$ cat config.mk
export PLATFORM = sky130hd
export DESIGN_NAME = framebuffer_fill
export DESIGN_NICKNAME = d
export VERILOG_FILES = /design/src/rtl/fill_pkg.sv /design/src/rtl/fill_apb_regs.sv /design/src/rtl/framebuffer_fill.sv
export SDC_FILE = /design/constraint.sdc
export NUM_CORES = 1
export LEC_CHECK = 0
export ABC_CLOCK_PERIOD_IN_PS = 5800
export BUFFER_PORTS_ARGS = -buffer_cell sky130_fd_sc_hd__clkbuf_2
export CAP_MARGIN = 5
export CORE_UTILIZATION = 59
export CTS_BUF_LIST = sky130_fd_sc_hd__clkbuf_4
export CTS_CLUSTER_DIAMETER = 200
export DETAILED_ROUTE_END_ITERATION = 7
export HOLD_SLACK_MARGIN = 0.12
export MAX_ROUTING_LAYER = met4
export PLACE_DENSITY = 0.9
export SETUP_SLACK_MARGIN = 0.3
export SYNTH_ARGS = -nofsm -noshare
export SYNTH_HDL_FRONTEND = slang
export SYNTH_SLANG_ARGS = --single-unit
$ cat constraint.sdc
create_clock -name clk -period 5.8 [get_ports clk]
set_input_delay 0.87 -clock clk [delete_from_list [all_inputs] [get_ports clk]]
set_output_delay 0.87 -clock clk [all_outputs]
set_load 0.005 [all_outputs]
$ cat src/rtl/fill_pkg.sv
// Shared definitions for the framebuffer rectangle-fill engine: FSM states,
// register indices, framebuffer geometry and TileLink-UL opcode constants.
package fill_pkg;

  typedef enum logic [1:0] {
    IDLE  = 2'd0,
    SEND  = 2'd1,
    STALL = 2'd2,
    DRAIN = 2'd3
  } fill_state_e;

  // APB register indices, selected by PADDR[4:2]
  localparam logic [2:0] REG_CTRL  = 3'd0;
  localparam logic [2:0] REG_DST   = 3'd1;
  localparam logic [2:0] REG_SIZE  = 3'd2;
  localparam logic [2:0] REG_COLOR = 3'd3;

  // Framebuffer line layout shared with the video controller
  localparam int unsigned LINE_STRIDE     = 4096;
  localparam int unsigned MAX_OUTSTANDING = 4;

  // TileLink-UL constants shared with the other TL masters
  localparam logic [2:0] PUT_FULL   = 3'd0;
  localparam logic [2:0] ACCESS_ACK = 3'd0;
  localparam logic [2:0] BLOCK_SIZE_LOG2 = 3'd6;  // 64-byte bursts

endpackage

$ cat src/rtl/fill_apb_regs.sv
// APB register file of the fill engine: DST/SIZE/COLOR storage, start pulse
// generation, write blocking while a fill runs, and the read-data mux.
module fill_apb_regs
  import fill_pkg::*;
(
  input  logic        clk,
  input  logic        reset,
  input  logic [4:0]  paddr_i,
  input  logic        psel_i,
  input  logic        penable_i,
  input  logic        pwrite_i,
  input  logic [31:0] pwdata_i,
  input  logic        busy_i,
  input  logic        err_i,
  output logic [31:0] prdata_o,
  output logic [25:0] dst_o,
  output logic [6:0]  width_o,
  output logic [9:0]  height_o,
  output logic [15:0] color_o,
  output logic        start_o
);

  logic [2:0]  reg_idx;
  logic        wr_en;
  logic [25:0] dst_q;
  logic [6:0]  width_q;
  logic [9:0]  height_q;
  logic [15:0] color_q;
  logic        unused_paddr;

  assign reg_idx      = paddr_i[4:2];
  assign unused_paddr = ^paddr_i[1:0];

  // Register writes land in the APB access phase and are dropped while busy
  assign wr_en   = psel_i & penable_i & pwrite_i & ~busy_i;
  assign start_o = wr_en && (reg_idx == REG_CTRL) && pwdata_i[0];

  // Configuration registers
  always_ff @(posedge clk or posedge reset) begin
    if (reset) begin
      dst_q    <= '0;
      width_q  <= '0;
      height_q <= '0;
      color_q  <= '0;
    end else if (wr_en) begin
      case (reg_idx)
        REG_DST:   dst_q <= pwdata_i[31:6];
        REG_SIZE: begin
          width_q  <= pwdata_i[6:0];
          height_q <= pwdata_i[25:16];
        end
        REG_COLOR: color_q <= pwdata_i[15:0];
        default: ;
      endcase
    end
  end

  // Combinational read-data mux
  always_comb begin
    prdata_o = '0;
    case (reg_idx)
      REG_CTRL:  prdata_o = {30'b0, err_i, busy_i};
      REG_DST:   prdata_o = {dst_q, 6'b0};
      REG_SIZE:  prdata_o = {6'b0, height_q, 9'b0, width_q};
      REG_COLOR: prdata_o = {16'b0, color_q};
      default:   prdata_o = '0;
    endcase
  end

  assign dst_o    = dst_q;
  assign width_o  = width_q;
  assign height_o = height_q;
  assign color_o  = color_q;

endmodule

$ cat src/rtl/framebuffer_fill.sv
// Rectangle-fill engine: walks a width x height grid of 64-byte blocks and
// issues one 8-beat TileLink-UL PutFullData burst per block, keeping at most
// four bursts unacknowledged. Optional completion interrupt: FILL_IRQ_EN.
module framebuffer_fill
  import fill_pkg::*;
(
  input  logic        clk,
  input  logic        reset,
  input  logic [4:0]  apb_PADDR,
  input  logic        apb_PSEL,
  input  logic        apb_PENABLE,
  input  logic        apb_PWRITE,
  input  logic [31:0] apb_PWDATA,
  output logic        apb_PREADY,
  output logic [31:0] apb_PRDATA,
  output logic        tl_bus_a_valid,
  input  logic        tl_bus_a_ready,
  output logic [2:0]  tl_bus_a_payload_opcode,
  output logic [2:0]  tl_bus_a_payload_param,
  output logic [2:0]  tl_bus_a_payload_source,
  output logic [2:0]  tl_bus_a_payload_size,
  output logic [31:0] tl_bus_a_payload_address,
  output logic [63:0] tl_bus_a_payload_data,
  output logic [7:0]  tl_bus_a_payload_mask,
  input  logic        tl_bus_d_valid,
  output logic        tl_bus_d_ready,
  input  logic        tl_bus_d_payload_denied
`ifdef FILL_IRQ_EN
  ,
  output logic        irq
`endif
);

  fill_state_e state_q, state_d;
  logic [25:0] dst_w;
  logic [6:0]  width_w;
  logic [9:0]  height_w;
  logic [15:0] color_w;
  logic        start;
  logic        busy;
  logic        err_q;
  logic [31:0] row_base_q;
  logic [6:0]  col_q;
  logic [9:0]  row_q;
  logic [2:0]  beat_q;
  logic [1:0]  tag_q;
  logic [2:0]  outstanding_q, outstanding_d;
  logic        start_go, zero_start;
  logic        a_fire, last_beat, last_col, last_row;
  logic        inc, dec;

  fill_apb_regs u_regs (
    .clk       (clk),
    .reset     (reset),
    .paddr_i   (apb_PADDR),
    .psel_i    (apb_PSEL),
    .penable_i (apb_PENABLE),
    .pwrite_i  (apb_PWRITE),
    .pwdata_i  (apb_PWDATA),
    .busy_i    (busy),
    .err_i     (err_q),
    .prdata_o  (apb_PRDATA),
    .dst_o     (dst_w),
    .width_o   (width_w),
    .height_o  (height_w),
    .color_o   (color_w),
    .start_o   (start)
  );

  assign busy       = (state_q != IDLE);
  assign zero_start = start && ((width_w == 7'd0) || (height_w == 10'd0));
  assign start_go   = start && !zero_start;

  assign a_fire    = tl_bus_a_valid & tl_bus_a_ready;
  assign last_beat = a_fire && (beat_q == 3'd7);
  assign last_col  = (col_q == width_w - 7'd1);
  assign last_row  = (row_q == height_w - 10'd1);

  // Stray acks after a mid-fill reset must not underflow the counter
  assign inc = last_beat;
  assign dec = tl_bus_d_valid && ((outstanding_q != 3'd0) || inc);
  assign outstanding_d = outstanding_q + {2'b0, inc} - {2'b0, dec};

  // Next-state logic of the fill sequencer
  always_comb begin
    state_d = state_q;
    case (state_q)
      IDLE:  if (start_go) state_d = SEND;
      SEND: begin
        if (last_beat) begin
          if (last_col && last_row)
            state_d = DRAIN;
          else if (outstanding_d == 3'(MAX_OUTSTANDING))
            state_d = STALL;
        end
      end
      STALL: if (outstanding_q < 3'(MAX_OUTSTANDING)) state_d = SEND;
      DRAIN: if (outstanding_q == 3'd0) state_d = IDLE;
      default: state_d = IDLE;
    endcase
  end

  // State register
  always_ff @(posedge clk or posedge reset) begin
    if (reset) state_q <= IDLE;
    else       state_q <= state_d;
  end

  // Block walker, burst tag, outstanding counter and sticky error flag
  always_ff @(posedge clk or posedge reset) begin
    if (reset) begin
      row_base_q    <= '0;
      col_q         <= '0;
      row_q         <= '0;
      beat_q        <= '0;
      tag_q         <= '0;
      outstanding_q <= '0;
      err_q         <= 1'b0;
    end else begin
      outstanding_q <= outstanding_d;
      if (start) err_q <= 1'b0;
      if (tl_bus_d_valid && tl_bus_d_payload_denied) err_q <= 1'b1;
      case (state_q)
        IDLE: begin
          if (start_go) begin
            row_base_q <= {dst_w, 6'b0};
            col_q      <= '0;
            row_q      <= '0;
            beat_q     <= '0;
            tag_q      <= '0;
          end
        end
        SEND: begin
          if (a_fire) begin
            beat_q <= beat_q + 3'd1;
            if (beat_q == 3'd7) begin
              tag_q <= tag_q + 2'd1;
              if (last_col) begin
                col_q      <= '0;
                row_base_q <= row_base_q + 32'(LINE_STRIDE);
                row_q      <= row_q + 10'd1;
              end else begin
                col_q <= col_q + 7'd1;
              end
            end
          end
        end
        default: ;
      endcase
    end
  end

  assign apb_PREADY               = 1'b1;
  assign tl_bus_a_valid           = (state_q == SEND);
  assign tl_bus_a_payload_opcode  = PUT_FULL;
  assign tl_bus_a_payload_param   = 3'd0;
  assign tl_bus_a_payload_source  = {1'b0, tag_q};
  assign tl_bus_a_payload_size    = BLOCK_SIZE_LOG2;
  assign tl_bus_a_payload_address = row_base_q + {19'b0, col_q, 6'b0};
  assign tl_bus_a_payload_data    = {4{color_w}};
  assign tl_bus_a_payload_mask    = 8'hFF;
  assign tl_bus_d_ready           = 1'b1;

`ifdef FILL_IRQ_EN
  logic irq_q;

  // One-clock pulse after the last ack drains or after an empty start
  always_ff @(posedge clk or posedge reset) begin
    if (reset) irq_q <= 1'b0;
    else       irq_q <= ((state_q == DRAIN) && (state_d == IDLE)) || zero_start;
  end

  assign irq = irq_q;
`endif

endmodule

### Yosys cells after proc, flatten, opt, wreduce, memory -nomap -nowiden

Index checks and enable logic that the tools add are counted.

| cells by class | value |
|---|---|
| add/sub/neg operators | 10 |
| order comparisons | 1 |
| equality and inequality tests | 18 |
| muxes and demuxes | 32 |
| bitwise logic cells | 5 |
| reductions and logical operators | 27 |

Operators with widths:

| kind | count |
|---|---|
| two-way mux 32 bit | 4 |
| case mux 32 bit (4 select lines) | 1 |
| case mux 32 bit (2 select lines) | 1 |
| two-way mux 10 bit | 4 |
| adder 32 x 13 -> 32 bit | 1 |
| adder 32 x 13 -> 32 bit (second input constant) | 1 |
| two-way mux 7 bit | 4 |
| case mux 10 bit (2 select lines) | 1 |
| two-way mux 2 bit | 9 |
| case mux 7 bit (2 select lines) | 1 |
| adder 10 x 1 -> 10 bit (second input constant) | 1 |
| equality test 10 bit | 1 |
| logical NOT 10 bit | 1 |
| AND reduction 5 bit | 2 |
| subtractor 10 x 1 -> 10 bit (second input constant) | 1 |
| logical AND 1 bit | 8 |
| != test 2 x 1 -> 1 bit (second input constant) | 4 |
| case mux 2 bit (4 select lines) | 1 |
| adder 7 x 1 -> 7 bit (second input constant) | 1 |
| equality test 7 bit | 1 |
| logical NOT 7 bit | 1 |
| subtractor 7 x 1 -> 7 bit (second input constant) | 1 |
| equality test 3 x 2 -> 1 bit (second input constant) | 2 |
| equality test 3 bit (second input constant) | 2 |
| other kinds (25) | 39 |

| storage, ports and cells | value |
|---|---|
| register bits | 119 |
| word-level logic and storage cells | 105 |

### Longest topological paths before layout

Gate-level depths: netlist of the first run.

| depth | value |
|---|---|
| depth in word-level cells | 11 |
| depth in mapped cells | 18 |

### Modules after synthesis

Synthesis of the first run repeated with hierarchy kept, for this count alone.

| second synthesis, totals | value |
|---|---|
| cells, all modules | 756 |
| area, all modules | 7330.8 µm² |

Modules (own cells, without submodules):

| module | instances | cells each | area each (µm²) |
|---|---|---|---|
| framebuffer_fill | 1 | 572 | 4596.9 |
| fill_apb_regs | 1 | 184 | 2733.9 |

### Least setup slack after synthesis of the first run

OpenSTA, ideal clock, no wires.

| path | value |
|---|---|
| kind | input port to flip-flop |
| start | input port tl_bus_a_ready |
| end | register state_q[1] |
| arrival | 3.188 ns |
| required time | 5.717 ns |
| path slack | 2.529 ns |
| cell stages on the path | 15 |
| buffers on the path | 2 |
| cell sequence | and3_1 buf_2 inv_1 clkbuf_1 a21boi_0 ha_1 inv_1 ha_1 inv_1 fa_1 xnor2_1 xnor2_1 nor3b_1 a31oi_1 o21ai_0 |

| on the way | value |
|---|---|
| longest elaborated chain between the ends | 8 |
| elaborated cells between the ends (all ways) | 10 |
| those cells by class | add/sub (2); eq/ne (3); bitwise (1); reduce/logical (4) |

RTL lines:

| element | RTL line | source |
|---|---|---|
| from (decl) | framebuffer_fill.sv:17 | `input logic tl_bus_a_ready,` |
| AND 1 bit (*) | framebuffer_fill.sv:74 | `assign a_fire = tl_bus_a_valid & tl_bus_a_ready;` |
| logical AND 1 bit (*) | framebuffer_fill.sv:75 | `assign last_beat = a_fire && (beat_q == 3'd7);` |
| branches (longest 2 deep; another with adder 3 x 1 -> 3 bit) | -- |  |
| subtractor 3 x 1 -> 3 bit (*) | framebuffer_fill.sv:82 | `assign outstanding_d = outstanding_q + {2'b0, inc} - {2'b0, dec};` |
| named net outstanding_d[2] | framebuffer_fill.sv:47 | `logic [2:0] outstanding_q, outstanding_d;` |
| equality test 3 bit (*) | framebuffer_fill.sv:93 | `else if (outstanding_d == 3'(MAX_OUTSTANDING))` |
| != test 3 x 1 -> 1 bit (no source line) (*) | -- |  |
| AND reduction 5 bit (no source line) (*) | -- |  |
| to (signal assigned) | framebuffer_fill.sv:106 | `else state_q <= state_d;` |
| to (decl) | framebuffer_fill.sv:34 | `fill_state_e state_q, state_d;` |

Mark *: on every way through the listed nets, which the timed path passes.
A chain may end at the register's enable or synchronous reset.

### Final worst setup path of the first run

| path | value |
|---|---|
| start | register col_q[0] |
| end | output port tl_bus_a_payload_address[30] |

| on the way | value |
|---|---|
| longest elaborated chain between the ends | 1 |

RTL lines:

| element | RTL line | source |
|---|---|---|
| from (decl) | framebuffer_fill.sv:43 | `logic [6:0] col_q;` |
| from (signal assigned) | framebuffer_fill.sv:143 | `col_q <= col_q + 7'd1;` |
| adder 32 x 13 -> 32 bit | framebuffer_fill.sv:159 | `assign tl_bus_a_payload_address = row_base_q + {19'b0, col_q, 6'b0};` |
| to (decl) | framebuffer_fill.sv:22 | `output logic [31:0] tl_bus_a_payload_address,` |

No other way between the ends.

==> run_results.csv, run 1 <==
group,metric,value,unit
critical_path,max_stage_delay,0.51,ns
cells_and_area,fin_area,8070,um^2
synth,synth_most_common_cell,"dfrtp_1",
global_routing,track_usage,28.4,%
timing,setup_violations,0,
synth,ys_seq_area_share,38.9,%
drt,wl_per_cell,16.6,um
drt,drcViolationCount,0,
critical_path,slowest_stage,"dfrtp_1",
timing,fmax,0.233,GHz
power,p_per_area,300,nW/um^2
die,dieArea,12800,um^2
synth,synth_top_area_share,38.9,%
synth,synth_xor_area_share,5.90,%
critical_path,end_kind,"primary output",
synth,synth_area,7270,um^2
critical_path,cp_max_fo,7,
die,die_w,113,um
synth,postSynthAreaPerCell,9.37,um^2
synth,synth_compound_area_share,13.2,%
global_routing,grt_pass1_vias,5724,
placement,place.detailed.hpwl,12.4,mm
timing,hold_viol,0,
critical_path,critPathLaunchType,"flip-flop",
synth,synth_edf_count,0,
critical_path,path_class,"flip-flop to primary output",
critical_path,worstPathRequired,4.93,ns
critical_path,crit_family,"compound AO/OA/AOI/OAI gates",
timing,rsz0062_at_grt,"no",
clocking,cts.repair.resized,0,
drt,routed_wl,17.2,mm
synth,synth_area_leaders,"dfrtp_1 39%, mux2_2 8.7%, buf_4 7.6%, xnor2_1 3.0%, nor2_1 2.9%",
cells_and_area,antenna-diode-count,0,
cells_and_area,fill_cells,932,
placement,dpl_cell_area,7740,um^2
clocking,root_buffer,"clkbuf_4",
power,finalPower,2.42,mW
clocking,post_cts_buffers,0,
drt,drt-initial-drc-count,343,
die,num_rows,40,
synth,yosys.area_share.adder,3.48,%
drt,drtAntennaViolNets,0,
cells_and_area,areaGrowthSynthToFinish,11.0,%
clocking,clockBufferDepth,2,
timing,fin_crit,4.30,ns
global_routing,grt_max_degree,73,
drt,wl_met3,1.20,mm
flow_run,max_cap_violations,0,
synth,synth-simple-area-share,16.5,%
synth,yosys-mux-area-fraction,10.6,%
die,io_pins,196,
placement,portBuffers,167,
synth,netlist-cell-type-count,59,
synth,synth-main-ff-cell,"dfrtp_1",
global_routing,grt_pass1_wl,27.8,mm
power,p_leak,4.08,nW
placement,place_congestion,0.906,
synth,synth_top_family_by_area,"simple AND/OR/NAND/NOR gates",
timing,period_share,74.1,%
cells_and_area,ff_latch_area,2830,um^2
timing,tightest_slew,1.07,ns
drt,dr_wl_met2,8.52,mm
outcome,status,"complete, no violations",
cells_and_area,nets,942,
clocking,tritoncts,"done",
clocking,clk-insertion-delay-late,0.54,ns
synth,synthTopCellsByCount,"113 x dfrtp_1, 74 x buf_4, 57 x nor2_1",
clocking,clock-sinks,113,
cells_and_area,multi_input_area,3740,um^2
cells_and_area,final_util,67.2,%
clocking,hold_buffers,0,
timing,slew_headroom,28.4,%
synth,netlist_instances,776,
drt,topRoutingLayerUsed,"met4",
timing,clock-skew-final,0.0150,ns
clocking,htreeDepth,4,
die,start_util,60.5,%
power,ir_drop,0.191,mV
drt,first_pass_iters,5,
hold_path,holdCritPathClass,"flip-flop to flip-flop",
synth,synth.largest_area_cell,"dfrtp_1",
critical_path,path_cells,"ha_1 > inv_1 > fa_1 > nor2b_1 > o21ai_0 > a21boi_0 > o2111ai_1 > nor3_1 > xor2_1 > clkbuf_2",
synth,synth-async-reset-ratio,100,%
die,die_h,113,um
drt,m1WireLength,6.89,mm
timing,whs,0.491,ns
drt,via_per_inst,5.99,
critical_path,crit_buf_inv,2,
timing,finalMaxSlewViolations,0,
synth,yosys_warnings,0,
clocking,cts_inserted_buffers,17,
timing,setup-tns-final,0,ns
global_routing,antenna_found_initial,0,
cells_and_area,drive_gt1_share,30.2,%
global_routing,gr-total-overflow,0,
clocking,path_clk_slew,0.10,ns
critical_path,worstPathArrival,3.43,ns
synth,synth_seq_cells,113,
die,core_area,12000,um^2
drt,vias,6222,
-- flip-flops by register name, indices dropped and copies added, names as in the netlist --
signal and count:
beat_q 3, col_q 7, err_q 1, outstanding_q 3
row_base_q 26, row_q 10, state_q 2, tag_q 2
u_regs.color_o 16, u_regs.dst_o 26, u_regs.height_o 10, u_regs.width_o 7
-- area by class of cell --
cell class,instances,share of cell area [%]
clock buffer,19,1.77
clock inverter,13,2.37
inverter,28,1.33
multi-input combinational,545,46.3
sequential,113,35.0
tap,147,2.28
timing repair buffer,173,10.9
-- placed cells by master (no fill, tap or decap), types with 6 or more instances in the layout --
| master | Yosys | layout |
|---|---|---|
| a21oi_1 | 30 | 30 |
| a22oi_1 | 13 | 13 |
| a31oi_1 | 19 | 19 |
| and2_1 | 7 | 7 |
| and3_1 | 8 | 8 |
| buf_4 | 74 | 6 |
| clkbuf_2 | 1 | 167 |
| clkbuf_4 | 0 | 19 |
| conb_1 | 2 | 26 |
| dfrtp_1 | 113 | 113 |
| ha_1 | 17 | 17 |
| inv_1 | 28 | 27 |
| mux2_2 | 56 | 56 |
| mux2i_1 | 14 | 14 |
| nand2_1 | 52 | 52 |
| nand2b_1 | 13 | 13 |
| nand3_1 | 27 | 27 |
| nand4_1 | 11 | 11 |
| nor2_1 | 57 | 56 |
| nor3_1 | 15 | 13 |
| o21ai_0 | 36 | 36 |
| o22ai_1 | 11 | 11 |
| o31ai_1 | 9 | 8 |
| or3_1 | 6 | 6 |
| or4_1 | 9 | 9 |
| xnor2_1 | 25 | 25 |
| xor2_1 | 24 | 24 |
-- power by group --
part           switching, mW  internal, mW  leakage (nW)
Sequential             0.122         0.878          1.51
Clock                  0.303         0.388         0.176
Combinational          0.443         0.291          2.40
Total                  0.868          1.56          4.08
-- per-layer routing --
layer	vias to the layer above	GRT usage [%]
li1	2868	-
met1	2995	34.8
met2	307	46.0
met3	52	4.98
met4	0	13.3
met5	-	-
-- worst min-delay path, cell delays in order, from the launching register on --
cell and delay [ns]:
dfrtp_1 0.37, nand2_1 0.05, nand2_1 0.05
-- path summary, 6_finish.rpt --
check / slack (ns) / startpoint / cells past startpoint / endpoint
setup / recovery: 1.50 / col_q[0] / 10 / tl_bus_a_payload_address[30]
hold / removal: 0.49 / row_base_q[9] / 2 / row_base_q[9]
setup reg to reg: 2.11 / state_q[1] / 15 / state_q[1]
hold reg to reg: 0.49 / row_base_q[9] / 2 / row_base_q[9]
max in group asynchronous: 4.22 / reset / 3 / u_regs.dst_o[5]
min in group asynchronous: 0.50 / reset / 2 / u_regs.color_o[12]
-- cell families after synthesis --
| kind of cell | count (synthesis) |
|---|---|
| multiplexers | 70 |
| AND/OR/NAND/NOR | 231 |
| flip-flops | 113 |
| other | 2 |
| XOR/XNOR | 49 |
| adder cells (fa/ha/maj) | 19 |
| AO/OA/AOI/OAI | 150 |
| buffers and inverters | 142 |
-- per-stage QoR --
step,worst slack [ns],std cells
detailed placement,2.08,1006
global route,1.22,1038
finish,1.50,1038
global placement,2.13,1006
CTS,1.53,1038
floorplan,1.94,800
Power figures use the tool's default switching activity.
==> inputs of run 2 (changes only) <==
--- a/config.mk
+++ b/config.mk
@@ -5,16 +5,16 @@
 export SDC_FILE = /design/constraint.sdc
 export NUM_CORES = 1
 export LEC_CHECK = 0
-export ABC_CLOCK_PERIOD_IN_PS = 5800
+export ABC_CLOCK_PERIOD_IN_PS = 4500
 export BUFFER_PORTS_ARGS = -buffer_cell sky130_fd_sc_hd__clkbuf_2
 export CAP_MARGIN = 5
-export CORE_UTILIZATION = 59
+export CORE_UTILIZATION = 55
 export CTS_BUF_LIST = sky130_fd_sc_hd__clkbuf_4
 export CTS_CLUSTER_DIAMETER = 200
 export DETAILED_ROUTE_END_ITERATION = 7
 export HOLD_SLACK_MARGIN = 0.12
 export MAX_ROUTING_LAYER = met4
-export PLACE_DENSITY = 0.9
+export PLACE_DENSITY = 0.85
 export SETUP_SLACK_MARGIN = 0.3
 export SYNTH_ARGS = -nofsm -noshare
 export SYNTH_HDL_FRONTEND = slang
==> constraint.sdc (replaced) <==
create_clock -name clk -period 4.5 [get_ports clk]
set_input_delay 0.675 -clock clk [delete_from_list [all_inputs] [get_ports clk]]
set_output_delay 0.675 -clock clk [all_outputs]
set_load 0.005 [all_outputs]
==> run_results.csv, run 2 (synthesis results as in run 1) <==
group,metric,value,unit
power,power_frac_clock,25.1,%
placement,place.detailed.hpwl,12.8,mm
die,die_h,117,um
power,seq_power_share,43.0,%
global_routing,antenna_found_initial,0,
timing,hold_viol,0,
placement,portBuffers,167,
die,core_area,12800,um^2
hold_path,whs_path_depth,2,
hold_path,holdCritPathClass,"primary input to flip-flop",
drt,topRoutingLayerUsed,"met4",
die,start_util,56.9,%
clocking,post_cts_buffers,0,
global_routing,gr-total-overflow,0,
clocking,clock-sinks,113,
timing,clock-skew-final,0.0212,ns
power,ir_drop,0.255,mV
power,p_leak,4.09,nW
global_routing,grt_pass1_vias,5519,
drt,drcViolationCount,0,
timing,fmax,0.255,GHz
drt,dr_wl_met2,8.60,mm
hold_path,hold_end,"u_regs.dst_o[25]",
die,num_rows,41,
timing,tightest_slew,0.969,ns
cells_and_area,final_common_cell,"clkbuf_2",
timing,setup-tns-final,0,ns
clocking,cts_inserted_buffers,17,
clocking,htreeDepth,4,
critical_path,critPathLaunchType,"flip-flop",
hold_path,hold_start,"apb_PWDATA[31]",
placement,place_congestion,0.883,
drt,wl_met3,1.23,mm
timing,slew_headroom,34.9,%
critical_path,end_kind,"primary output",
power,power_frac_comb,31.9,%
timing,finalMaxSlewViolations,0,
power,p_per_area,370,nW/um^2
timing,setup_violations,0,
cells_and_area,ff_latch_area,2830,um^2
die,die_w,117,um
placement,dp.cells,1037,
power,p_int,1.86,mW
critical_path,worstPathArrival,3.24,ns
timing,rsz0062_at_grt,"no",
timing,fin_crit,3.92,ns
drt,first_pass_iters,7,
cells_and_area,antenna-diode-count,0,
global_routing,grt_max_degree,52,
cells_and_area,mostFrequentLayoutCells,"167 x clkbuf_2, 113 x dfrtp_1, 57 x nor2_1",
critical_path,cp_max_fo,7,
clocking,clockBufferDepth,2,
critical_path,rr_startpoint,"state_q[1]",
drt,wl_per_cell,16.5,um
drt,via_per_inst,5.81,
clocking,path_clk_slew,0.12,ns
timing,period_share,87.1,%
outcome,status,"complete, no violations",
flow_run,max_cap_violations,0,
power,p_switching,1.13,mW
drt,drt-initial-drc-count,431,
cells_and_area,drive_gt1_share,30.6,%
drt,m1WireLength,7.36,mm
cells_and_area,nets,949,
critical_path,r2r_cells,16,
clocking,clk-insertion-delay-late,0.54,ns
cells_and_area,multi_input_area,3730,um^2
drt,routed_wl,17.6,mm
clocking,tritoncts,"done",
cells_and_area,stdcell_count,1070,
die,io_pins,196,
clocking,root_buffer,"clkbuf_4",
critical_path,rrSetupSlack,0.93,ns
die,dieArea,13700,um^2
critical_path,worstPathRequired,3.83,ns
critical_path,timing.rr.end,"state_q[1]",
power,switching_share,37.7,%
cells_and_area,areaGrowthSynthToFinish,11.3,%
drt,drtAntennaViolNets,0,
critical_path,path_class,"flip-flop to primary output",
cells_and_area,fill_cells,1067,
global_routing,track_usage,27.7,%
drt,vias,6219,
global_routing,grt_pass1_wl,27.9,mm
[run 2: cell types whose count changed in the layout (fill, tap and decap cells not counted), sizes merged]
cell / change
dlygate4sd3: +1
bufinv: -3
clkbuf: +2
buf: +6
clkinvlp: +1
[run 2: power by group through the flow]
stage	logic, mW	registers, mW	clock network [mW]
finish	0.956	1.29	0.752
global route	1.07	1.31	0.793
CTS	0.947	1.28	0.760
detailed placement	0.942	1.30	0
global placement	0.910	1.29	0
floorplan	0.715	1.25	0
[run 2: area by class of cell]
cell class                      count  share of cell area, %
Clock buffer                       21                   1.95
Clock inverter                     11                   1.42
Inverter                           28                   1.33
Multi-Input combinational cell    545                   46.1
Sequential cell                   113                   35.0
Tap cell                          172                   2.66
Timing Repair Buffer              180                   11.6
[run 2: critical path, stage by stage, from the launching register on]
cell and delay [ns]:
dfrtp_1 0.49, ha_1 0.23, inv_1 0.06, fa_1 0.39, nor2b_1 0.13, o21ai_0 0.11
a21boi_1 0.37, o2111ai_1 0.33, nor3_1 0.27, xor2_1 0.18, clkbuf_2 0.14
[run 2: per-layer routing]
metal	GRT usage, %	up-vias
li1	-	2880
met5	-	-
met1	36.0	2990
met4	11.3	0
met2	43.1	310
met3	4.69	39
[run 2: worst max path at each step]
stage                        start                      endpoint  slack (ns)  depth (start not counted)
detailed placement  tl_bus_a_ready                    state_q[1]        1.01                         14
global route              col_q[0]  tl_bus_a_payload_address[30]        0.38                         10
global placement          col_q[0]  tl_bus_a_payload_address[30]        1.04                         10
finish                    col_q[0]  tl_bus_a_payload_address[30]        0.58                         10
floorplan                    reset                     beat_q[0]        0.84                          1
CTS                       col_q[0]  tl_bus_a_payload_address[30]        0.42                         10
[run 2: stage by stage]
stage               setup slack (ns)  hold WS [ns]  instance area (um^2)  utilization (%)  total power [mW]
floorplan                      0.838         0.445                  7360                -              1.97
global placement                1.04         0.461                  7810             61.1              2.20
detailed placement              1.01         0.470                  7810             61.1              2.24
CTS                            0.420         0.336                  8090             63.3              2.99
global route                   0.375         0.354                  8090             63.3              3.18
finish                         0.582         0.355                  8090             63.3              2.99
[run 2: timing repair]
action | in CTS | in global routing
hold endpoints to repair | 22 | 0
resized for setup | 0 | 1
hold buffers | 1 | 0
endpoints found under the setup margin | 0 | 3
==> inputs of run 3 (changes only) <==
--- a/config.mk
+++ b/config.mk
@@ -5,16 +5,17 @@
 export SDC_FILE = /design/constraint.sdc
 export NUM_CORES = 1
 export LEC_CHECK = 0
-export ABC_CLOCK_PERIOD_IN_PS = 4500
+export ABC_CLOCK_PERIOD_IN_PS = 3400
 export BUFFER_PORTS_ARGS = -buffer_cell sky130_fd_sc_hd__clkbuf_2
 export CAP_MARGIN = 5
-export CORE_UTILIZATION = 55
+export CORE_UTILIZATION = 50
 export CTS_BUF_LIST = sky130_fd_sc_hd__clkbuf_4
 export CTS_CLUSTER_DIAMETER = 200
+export CTS_CLUSTER_SIZE = 24
 export DETAILED_ROUTE_END_ITERATION = 7
 export HOLD_SLACK_MARGIN = 0.12
 export MAX_ROUTING_LAYER = met4
-export PLACE_DENSITY = 0.85
+export PLACE_DENSITY = 0.78
 export SETUP_SLACK_MARGIN = 0.3
 export SYNTH_ARGS = -nofsm -noshare
 export SYNTH_HDL_FRONTEND = slang
==> constraint.sdc (replaced) <==
create_clock -name clk -period 3.4 [get_ports clk]
set_input_delay 0.51 -clock clk [delete_from_list [all_inputs] [get_ports clk]]
set_output_delay 0.51 -clock clk [all_outputs]
set_load 0.005 [all_outputs]
==> run_results.csv, run 3 (synthesis results as in run 1) <==
group,metric,value,unit
outcome,status,"complete, no violations",
clocking,tritoncts,"done",
global_routing,gr-total-overflow,0,
power,finalPower,4.18,mW
hold_path,holdCritPathClass,"primary input to async pin",
cells_and_area,nets,976,
power,seq_power_share,40.0,%
critical_path,path_class,"flip-flop to primary output",
die,die_w,123,um
timing,finalMaxSlewViolations,0,
clocking,htreeDepth,4,
drt,first_pass_iters,5,
clocking,path_clk_slew,0.10,ns
critical_path,path_cells,"ha_2 > inv_2 > fa_2 > nor2b_1 > o21ai_1 > a21boi_1 > buf_4 > o2111ai_4 > buf_6 > nor2_4 > xor2_1 > buf_2",
cells_and_area,final_common_cell,"clkbuf_2",
cells_and_area,antenna-diode-count,0,
power,p_per_area,494,nW/um^2
timing,clock-skew-final,0.0188,ns
critical_path,max_stage_delay,0.38,ns
cells_and_area,mostFrequentLayoutCells,"158 x clkbuf_2, 111 x dfrtp_1, 56 x mux2_2",
cells_and_area,areaGrowthSynthToFinish,16.4,%
timing,hold_viol,0,
power,switching_share,36.1,%
flow_run,max_cap_violations,0,
placement,place.detailed.hpwl,13.1,mm
clocking,cts_inserted_buffers,17,
power,p_leak,4.26,nW
timing,whs,0.116,ns
placement,dp_worst_setup_slack,0.368,ns
drt,via_per_inst,5.67,
placement,place_congestion,0.885,
global_routing,grt_pass1_vias,5796,
die,start_util,51.8,%
cells_and_area,drive_gt1_share,34.8,%
clocking,root_buffer,"clkbuf_4",
timing,setup_violations,0,
critical_path,cp_max_fo,4,
critical_path,critPathLaunchType,"flip-flop",
critical_path,slowest_stage,"dfrtp_1",
timing,setup_slack,0.0828,ns
drt,drt-initial-drc-count,481,
timing,period_share,97.6,%
drt,wl_per_cell,16.7,um
critical_path,worstPathArrival,2.81,ns
timing,rsz0062_at_grt,"yes",
clocking,clk-insertion-delay-late,0.55,ns
critical_path,end_kind,"primary output",
clocking,clockBufferDepth,2,
global_routing,grt_pass1_wl,29.2,mm
global_routing,track_usage,25.9,%
timing,slew_headroom,40.4,%
timing,tightest_slew,0.892,ns
critical_path,worstPathRequired,2.89,ns
drt,drcViolationCount,0,
die,num_rows,43,
timing,fmax,0.301,GHz
global_routing,antenna_found_initial,0,
critical_path,rrSetupSlack,0.58,ns
die,dieArea,15000,um^2
global_routing,grt_max_degree,58,
power,power_frac_comb,34.1,%
power,p_switching,1.51,mW
clocking,clock-sinks,113,
power,p_int,2.67,mW
drt,vias,6253,
drt,routed_wl,18.4,mm
power,power_frac_clock,25.8,%
die,core_area,14000,um^2
drt,drtAntennaViolNets,0,
placement,portBuffers,167,
timing,fin_crit,3.32,ns
power,ir_drop,0.253,mV
die,io_pins,196,
die,die_h,123,um
run 3: cell count changes in the layout (fill, tap and decap cells not counted), sizes merged:
cell / previous run / this run
clkinv: 7 / 6
clkbuf: 188 / 177
bufinv: 2 / 4
buf: 12 / 49
dlygate4sd3: 1 / 0
inv: 28 / 27
clkinvlp: 2 / 1
run 3: metal layers:
layer | global-route usage [%] | part of all wire [%] | vias up
met5 | - | 0 | -
met4 | 8.46 | 1.6 | 0
met3 | 5.72 | 6.7 | 26
met2 | 40.6 | 48 | 284
met1 | 33.4 | 44 | 3010
li1 | - | - | 2933
run 3: final cells by class:
type / instances / area [um^2]
Timing Repair Buffer: 207 / 1160
Clock buffer: 19 / 143
Inverter: 28 / 109
Tap cell: 180 / 225
Sequential cell: 113 / 2830
Clock inverter: 10 / 144
Fill cell: 1178 / 5580
Multi-Input combinational cell: 545 / 3850
run 3: path summary, 6_finish.rpt:
| kind | startpoint | end | depth (start not counted) |
|---|---|---|---|
| max | col_q[0] | tl_bus_a_payload_address[24] | 12 |
| min | reset | row_base_q[29] | 2 |
| max reg2reg | beat_q[0] | state_q[0] | 15 |
| min reg2reg | row_base_q[9] | row_base_q[9] | 2 |
| max in group asynchronous | reset | u_regs.dst_o[10] | 3 |
| min in group clk | apb_PWDATA[1] | u_regs.width_o[1] | 3 |
run 3: what timing repair did:
| item | in CTS | in global routing |
|---|---|---|
| gates resized for setup | 24 | 23 |
| setup buffers | 3 | 10 |
| pin swaps | 13 | 13 |
| hold buffers | 0 | 0 |
| setup endpoints to repair | 20 | 19 |
run 3: metrics by stage:
stage,utilization [%],instances,cell area [um^2],TNS [ns]
6_report,60.2,1102,8460,0
5_1_grt,60.2,1102,8460,-0.110
3_5_place_dp,56.5,1060,7940,0
2_1_floorplan,-,800,7370,0
3_3_place_gp,56.5,1060,7940,0
4_1_cts,59.3,1092,8330,0
run 3: worst max-delay path: cells and delay by family, from the launching register on:
kind                     cells  cell delay, ns
buffers and inverters        4            0.54
AO/OA/AOI/OAI                3            0.46
adder cells (fa/ha/maj)      2            0.54
flip-flops                   1            0.38
XOR/XNOR                     1            0.14
AND/OR/NAND/NOR              2            0.20
run 3: power by group through the flow:
stage | clock [mW] | sequential, mW | combinational, mW
after global routing | 1.15 | 1.70 | 1.60
after CTS | 1.09 | 1.67 | 1.36
after floorplan | 0 | 1.66 | 0.949
after global placement | 0 | 1.69 | 1.29
final | 1.08 | 1.67 | 1.43
after detailed placement | 0 | 1.69 | 1.31
